[src/rtl/hex_page_display_if.sv]
// Signal bundle between the channel sources/switches and the paging display controller.
// The controller sits on the slave modport; the stimulus side drives through master.
interface hex_page_display_if #(
    parameter int unsigned N_CHAN = 4,
    parameter int unsigned DATA_W = 64,
    parameter int unsigned DIGITS = 8
);
    localparam int unsigned NIB   = DATA_W / 4;
    localparam int unsigned PAGES = (NIB + DIGITS - 1) / DIGITS;
    localparam int unsigned SEL_W = $clog2(N_CHAN);
    localparam int unsigned PG_W  = (PAGES > 1) ? $clog2(PAGES) : 1;

    logic [N_CHAN*DATA_W-1:0] chan_data;
    logic [N_CHAN-1:0]        chan_valid;
    logic [SEL_W-1:0]         chan_sel;
    logic                     page_step;
    logic                     auto_mode;
    logic                     freeze;
    logic [DIGITS*4-1:0]      digit_out;
    logic [DIGITS-1:0]        digit_blank;
    logic [PG_W-1:0]          page_idx;
    logic                     stale;

    modport master (
        output chan_data, chan_valid, chan_sel, page_step, auto_mode, freeze,
        input  digit_out, digit_blank, page_idx, stale
    );

    modport slave (
        input  chan_data, chan_valid, chan_sel, page_step, auto_mode, freeze,
        output digit_out, digit_blank, page_idx, stale
    );
endinterface

[src/rtl/hex_page_display.sv]
// Paging display controller: snapshots channel words on their strobes and shows the selected
// channel one page of hex digits at a time, stepped by button edge or a timed auto scroll.
module hex_page_display #(
    parameter int unsigned N_CHAN     = 4,
    parameter int unsigned DATA_W     = 64,
    parameter int unsigned DIGITS     = 8,
    parameter int unsigned SCROLL_DIV = 50_000_000
) (
    input logic               clk,
    input logic               rst,
    hex_page_display_if.slave bus
);
    localparam int unsigned NIB   = DATA_W / 4;
    localparam int unsigned PAGES = (NIB + DIGITS - 1) / DIGITS;
    localparam int unsigned SEL_W = $clog2(N_CHAN);
    localparam int unsigned PG_W  = (PAGES > 1) ? $clog2(PAGES) : 1;
    localparam int unsigned CNT_W = $clog2(SCROLL_DIV);
    localparam int unsigned PAD_W = PAGES * DIGITS * 4;

    typedef enum logic [1:0] {StWait, StManual, StAuto} state_e;

    state_e              state_q;
    logic [DATA_W-1:0]   snap_q [N_CHAN];
    logic [N_CHAN-1:0]   snap_ok_q;
    logic [SEL_W-1:0]    sel_q;
    logic [PG_W-1:0]     page_q;
    logic [CNT_W-1:0]    scroll_cnt_q;
    logic                step_q;

    logic                step_edge;
    logic                chan_change;
    logic                cur_ok;
    logic                new_ok;
    logic [DATA_W-1:0]   cur_word;
    logic [PAD_W-1:0]    padded;
    logic [DIGITS*4-1:0] page_word;
    logic [PG_W-1:0]     page_next;
    logic [DIGITS*4-1:0] digit_d;
    logic [DIGITS-1:0]   blank_d;
    logic                scroll_wrap;

    always_comb begin
        step_edge   = bus.page_step & ~step_q;
        chan_change = (bus.chan_sel != sel_q);
        cur_ok      = 1'b0;
        new_ok      = 1'b0;
        cur_word    = '0;
        // Selects with no matching channel fall through as "no snapshot".
        for (int unsigned i = 0; i < N_CHAN; i++) begin
            if (sel_q == SEL_W'(i)) begin
                cur_ok   = snap_ok_q[i];
                cur_word = snap_q[i];
            end
            if (bus.chan_sel == SEL_W'(i)) begin
                new_ok = snap_ok_q[i];
            end
        end
        page_next   = (page_q == PG_W'(PAGES - 1)) ? '0 : page_q + 1'b1;
        scroll_wrap = (scroll_cnt_q == CNT_W'(SCROLL_DIV - 1));

        padded              = '0;
        padded[DATA_W-1:0]  = cur_word;
        page_word           = padded[page_q * (DIGITS * 4) +: DIGITS * 4];
        digit_d             = '0;
        blank_d             = '1;
        for (int unsigned k = 0; k < DIGITS; k++) begin
            if ((32'(page_q) * DIGITS + k < NIB) && (state_q != StWait)) begin
                digit_d[k*4 +: 4] = page_word[k*4 +: 4];
                blank_d[k]        = 1'b0;
            end
        end
    end

    always_ff @(posedge clk) begin
        if (!rst) begin
            for (int unsigned i = 0; i < N_CHAN; i++) begin
                snap_q[i] <= '0;
            end
            snap_ok_q       <= '0;
            sel_q           <= '0;
            page_q          <= '0;
            scroll_cnt_q    <= '0;
            step_q          <= 1'b0;
            state_q         <= StWait;
            bus.digit_out   <= '0;
            bus.digit_blank <= '1;
            bus.page_idx    <= '0;
            bus.stale       <= 1'b1;
        end else begin
            step_q <= bus.page_step;
            for (int unsigned i = 0; i < N_CHAN; i++) begin
                if (bus.chan_valid[i] && !bus.freeze) begin
                    snap_q[i]    <= bus.chan_data[i*DATA_W +: DATA_W];
                    snap_ok_q[i] <= 1'b1;
                end
            end

            // A channel switch restarts the view and masks any step or scroll this cycle.
            if (chan_change) begin
                sel_q        <= bus.chan_sel;
                page_q       <= '0;
                scroll_cnt_q <= '0;
                if (!new_ok) begin
                    state_q <= StWait;
                end else if (state_q == StWait) begin
                    state_q <= bus.auto_mode ? StAuto : StManual;
                end
            end else begin
                unique case (state_q)
                    StWait: begin
                        page_q       <= '0;
                        scroll_cnt_q <= '0;
                        if (cur_ok) begin
                            state_q <= bus.auto_mode ? StAuto : StManual;
                        end
                    end
                    StManual: begin
                        if (step_edge) begin
                            page_q <= page_next;
                        end
                        if (bus.auto_mode) begin
                            state_q      <= StAuto;
                            scroll_cnt_q <= '0;
                        end
                    end
                    StAuto: begin
                        if (!bus.auto_mode) begin
                            state_q      <= StManual;
                            scroll_cnt_q <= '0;
                            if (step_edge) begin
                                page_q <= page_next;
                            end
                        end else if (step_edge || scroll_wrap) begin
                            page_q       <= page_next;
                            scroll_cnt_q <= '0;
                        end else begin
                            scroll_cnt_q <= scroll_cnt_q + 1'b1;
                        end
                    end
                    default: state_q <= StWait;
                endcase
            end

            bus.digit_out   <= digit_d;
            bus.digit_blank <= blank_d;
            bus.page_idx    <= page_q;
            bus.stale       <= (state_q == StWait);
        end
    end
endmodule

[src/flat_wrapper.sv]
// flat-port wrapper written by rule: the top's interface ports become plain ports
module hex_page_display_flat 
#(
    parameter int unsigned N_CHAN     = 4,
    parameter int unsigned DATA_W     = 64,
    parameter int unsigned DIGITS     = 8,
    parameter int unsigned SCROLL_DIV = 50_000_000
)
  (clk, rst, bus_chan_data, bus_chan_valid, bus_chan_sel, bus_page_step, bus_auto_mode, bus_freeze, bus_digit_out, bus_digit_blank, bus_page_idx, bus_stale);
  hex_page_display_if #(.N_CHAN(N_CHAN), .DATA_W(DATA_W), .DIGITS(DIGITS)) bus_i ();
  input logic clk;
  input logic rst;
  input wire logic [$bits(bus_i.chan_data)-1:0] bus_chan_data;
  input wire logic [$bits(bus_i.chan_valid)-1:0] bus_chan_valid;
  input wire logic [$bits(bus_i.chan_sel)-1:0] bus_chan_sel;
  input wire logic [$bits(bus_i.page_step)-1:0] bus_page_step;
  input wire logic [$bits(bus_i.auto_mode)-1:0] bus_auto_mode;
  input wire logic [$bits(bus_i.freeze)-1:0] bus_freeze;
  output wire logic [$bits(bus_i.digit_out)-1:0] bus_digit_out;
  output wire logic [$bits(bus_i.digit_blank)-1:0] bus_digit_blank;
  output wire logic [$bits(bus_i.page_idx)-1:0] bus_page_idx;
  output wire logic [$bits(bus_i.stale)-1:0] bus_stale;
  assign bus_i.chan_data = bus_chan_data;
  assign bus_i.chan_valid = bus_chan_valid;
  assign bus_i.chan_sel = bus_chan_sel;
  assign bus_i.page_step = bus_page_step;
  assign bus_i.auto_mode = bus_auto_mode;
  assign bus_i.freeze = bus_freeze;
  assign bus_digit_out = bus_i.digit_out;
  assign bus_digit_blank = bus_i.digit_blank;
  assign bus_page_idx = bus_i.page_idx;
  assign bus_stale = bus_i.stale;
  hex_page_display #(.N_CHAN(N_CHAN), .DATA_W(DATA_W), .DIGITS(DIGITS), .SCROLL_DIV(SCROLL_DIV)) u_core (.clk(clk), .rst(rst), .bus(bus_i));
endmodule
[config.mk]
export PLATFORM = sky130hd
export DESIGN_NAME = hex_page_display_flat
export DESIGN_NICKNAME = d
export VERILOG_FILES = /design/src/rtl/hex_page_display_if.sv /design/src/rtl/hex_page_display.sv /design/src/flat_wrapper.sv
export SDC_FILE = /design/constraint.sdc
export NUM_CORES = 1
export LEC_CHECK = 0
export CAP_MARGIN = 20
export CORE_MARGIN = 2
export CORE_UTILIZATION = 50
export CTS_CLUSTER_DIAMETER = 50
export CTS_CLUSTER_SIZE = 14
export DETAILED_ROUTE_END_ITERATION = 10
export PLACE_DENSITY = 0.79
export SYNTH_ARGS = -nofsm -noshare
export SYNTH_HDL_FRONTEND = slang
export SYNTH_SLANG_ARGS = --single-unit
[constraint.sdc]
create_clock -name clk -period 6.8 [get_ports clk]
set_input_delay 0.68 -clock clk [delete_from_list [all_inputs] [get_ports clk]]
set_output_delay 0.68 -clock clk [all_outputs]
set_load 0.02 [all_outputs]
==> impl_metrics.json <==
{
  "setup_viol": 0,
  "gp_congestion": 0.855,
  "netlist_instances": 989,
  "dr_total_vias": 9649,
  "grt_start_max_net_pins": 86,
  "drv_slew": 0,
  "num_io_pins": 309,
  "clock_latency_ns": 0.52,
  "synth-compound-area-share_pct": 1.80,
  "power_mw": 4.80,
  "cts_tree": "done",
  "dieArea_mm2": 0.0296,
  "cp.arrival_ns": 3.26,
  "routed_via_density": 5.80,
  "htreeDepth": 2,
  "synth_simple_gate_area_share_pct": 16.5,
  "synth_area_leaders": "edfxtp_1 (54%), mux4_2 (10%), dfxtp_1 (9.9%)",
  "netlist-cell-type-count": 47,
  "fmax_mhz": 348,
  "path_class": "in -> reg",
  "coreArea_mm2": 0.0278,
  "synth_top_area_share_pct": 54.4,
  "area_growth_pct": 31.6,
  "postCtsResizedCells": 0,
  "period_minus_slack_ns": 2.87,
  "portBuffers": 308,
  "overflow": 0,
  "totalWireLength_mm": 39.1,
  "period_share_pct": 42.2,
  "grt_pass1_vias": 9829,
  "synth_top_family_by_area": "simple AND/OR/NAND/NOR gates",
  "cp_max_fo": 85,
  "grt_pass1_wl_mm": 57.5,
  "crit_path_start_kind": "primary input",
  "drive_above_1_share_pct": 11.8,
  "max_slew.worst_pin.slew_ns": 1.03,
  "status": "finished, final reports clean",
  "die_h_um": 172,
  "syn_area_mm2": 0.0141,
  "initial_core_util_pct": 50.9,
  "synth_mux_area_share_pct": 12.8,
  "ys_async_sr_fraction_pct": 0,
  "cts.sinks": 326,
  "critPathRequiredTime_ns": 7.18,
  "finalHoldViolCount": 0,
  "postCtsSetupBuffers": 0,
  "postRouteAntennaNets": 0,
  "synth_edf_count": 256,
  "worstReg2RegEnd": "u_core.scroll_cnt_q[22]",
  "synth-seq-cells": 326,
  "synth_xor_area_share_pct": 1.24,
  "root_buffer": "clkbuf_16",
  "dr.pass1.iters": 5,
  "syn-num-nets": 1261,
  "nets": 1531,
  "pre_cts_ws_ns": 3.40,
  "rsz0062_at_grt": "false",
  "drt_iter0_drc": 1024,
  "numCtsBuffers": 34,
  "rrSetupSlack_ns": 3.96,
  "hold-worst-slack_ns": 0.480,
  "clk_pin_slew_ns": 0.06,
  "relSlewSlack_pct": 31.2,
  "hold_buffers": 0,
  "worst_hold_path_type": "reg -> reg",
  "startpoint": "bus_freeze",
  "synthAdderAreaFrac_pct": 0.442,
  "ir_worst_vdd_mv": 0.166,
  "syn_avg_cell_area_um2": 14.3,
  "antenna_found_initial": 3,
  "static-leakage-power_nw": 7.09,
  "p_per_area_mw_per_mm2": 258,
  "utilization_pct": 67.0,
  "reg2reg_depth": 6,
  "dpl.hpwl_mm": 26.0,
  "yosysWarningCount": 0,
  "fin_ws_ns": 3.93,
  "final.setup.tns_ns": 0,
  "seq_area_frac_synth_pct": 64.3,
  "synthFlopType": "edfxtp_1",
  "drc_errors": 0,
  "wl_per_cell_um": 23.5,
  "endpoint_kind": "flop",
  "rows": 61,
  "synth_top_area_cell": "edfxtp_1",
  "worst_r2r_startpoint": "u_core.sel_q[0]",
  "crit_end": "u_core.snap_q[2][5]",
  "cts_buffer_depth": 3,
  "die_w_um": 172,
  "fin_skew_ns": 0.0227,
  "max_cap_viol_count": 0,
  "grt_use_total_pct": 26.5
}
[layout make-up]
type                            instances  area [µm²]
Tap cell                              378         473
Clock buffer                           46         926
Antenna cell                            2        5.00
Inverter                               10        37.5
Sequential cell                       326        9100
Fill cell                            1978        9170
Multi-Input combinational cell        564        4690
Timing Repair Buffer                  323        3180
Clock inverter                         15         199
[cell usage in the layout, fill, tap and decap left out, types with 7 or more instances in the layout]
cell type	count
a21oi_1	12
buf_4	15
inv_1	10
clkbuf_16	34
xnor2_1	13
mux4_2	65
and2_1	69
nand2_1	18
and3_1	198
mux2i_1	33
nand3_1	18
nor2_1	54
nor3_1	8
clkdlybuf4s50_1	305
clkbuf_1	9
edfxtp_1	256
nand4_1	10
inv_6	7
dfxtp_1	67
xor2_1	7
[worst min path at each step]
stage,slack (ns),startpoint,end,cells after the start
after detailed placement,0.47,u_core.scroll_cnt_q[1],u_core.scroll_cnt_q[1],2
final,0.48,u_core.scroll_cnt_q[1],u_core.scroll_cnt_q[1],2
after floorplan,0.44,u_core.snap_ok_q[0],u_core.snap_ok_q[0],1
after global routing,0.51,u_core.scroll_cnt_q[1],u_core.scroll_cnt_q[1],2
after CTS,0.48,u_core.scroll_cnt_q[1],u_core.scroll_cnt_q[1],2
after global placement,0.46,u_core.scroll_cnt_q[1],u_core.scroll_cnt_q[1],2
[registers in the layout (all words and copies together), names as in the netlist]
register                count
u_core.bus.digit_blank      1
u_core.bus.page_idx         1
u_core.snap_q             256
u_core.snap_ok_q            4
u_core.sel_q                2
u_core.page_q               1
u_core.bus.digit_out       32
u_core.scroll_cnt_q        26
u_core.state_q              2
u_core.step_q               1
[routing by layer]
layer / track usage (%) / vias up / routed length, µm
li1: - / 4288 / -
met1: 35.4 / 4769 / 15300
met2: 43.8 / 512 / 19500
met3: 5.01 / 78 / 3070
met4: 9.39 / 2 / 1220
met5: 0 / - / 13
[where the power goes]
part	switching [mW]	internal [mW]	total (mW)
registers	0.0629	2.30	2.37
logic	0.255	0.300	0.554
clock network	0.783	1.09	1.88
total	1.10	3.70	4.80
[cell usage after synthesis, types with 2 or more instances]
cell,n
clkbuf_1,65
buf_2,8
dfxtp_1,70
xor2_1,7
nor4_1,6
edfxtp_1,256
buf_1,6
mux2i_1,33
inv_1,10
ha_1,5
or3_1,4
nand2_1,19
o21ai_0,9
or4_1,2
xnor2_1,13
nor2b_1,4
a31oi_1,5
buf_4,9
nand4_1,10
and3_1,198
and2_1,69
nor3_1,8
nor2_1,54
nand4b_1,2
a22o_1,3
mux4_2,65
a21oi_1,12
nand3_1,18
[stage by stage]
stage | area, µm² | cells
finish | 18600 | 1664
global route | 18600 | 1662
CTS | 18600 | 1661
floorplan | 14100 | 989
detailed placement | 17500 | 1600
global placement | 17500 | 1600
[critical path: stages]
cell and delay [ns]:
clkdlybuf4s50_1 0.72, nor2b_4 0.86, buf_4 0.69, and3_1 0.26
[cell families (layout without fill, tap and decap cells)]
kind of cell / after synthesis / in the layout
AOI/OAI and AO/OA: 39 / 39
xor gates and xnor gates: 20 / 20
DFF: 326 / 326
adders and majority gates: 5 / 5
muxes: 99 / 99
buffers and inverters: 99 / 394
other: 0 / 2
and+or+nand+nor: 401 / 401
(Power assumes the default switching activity.)
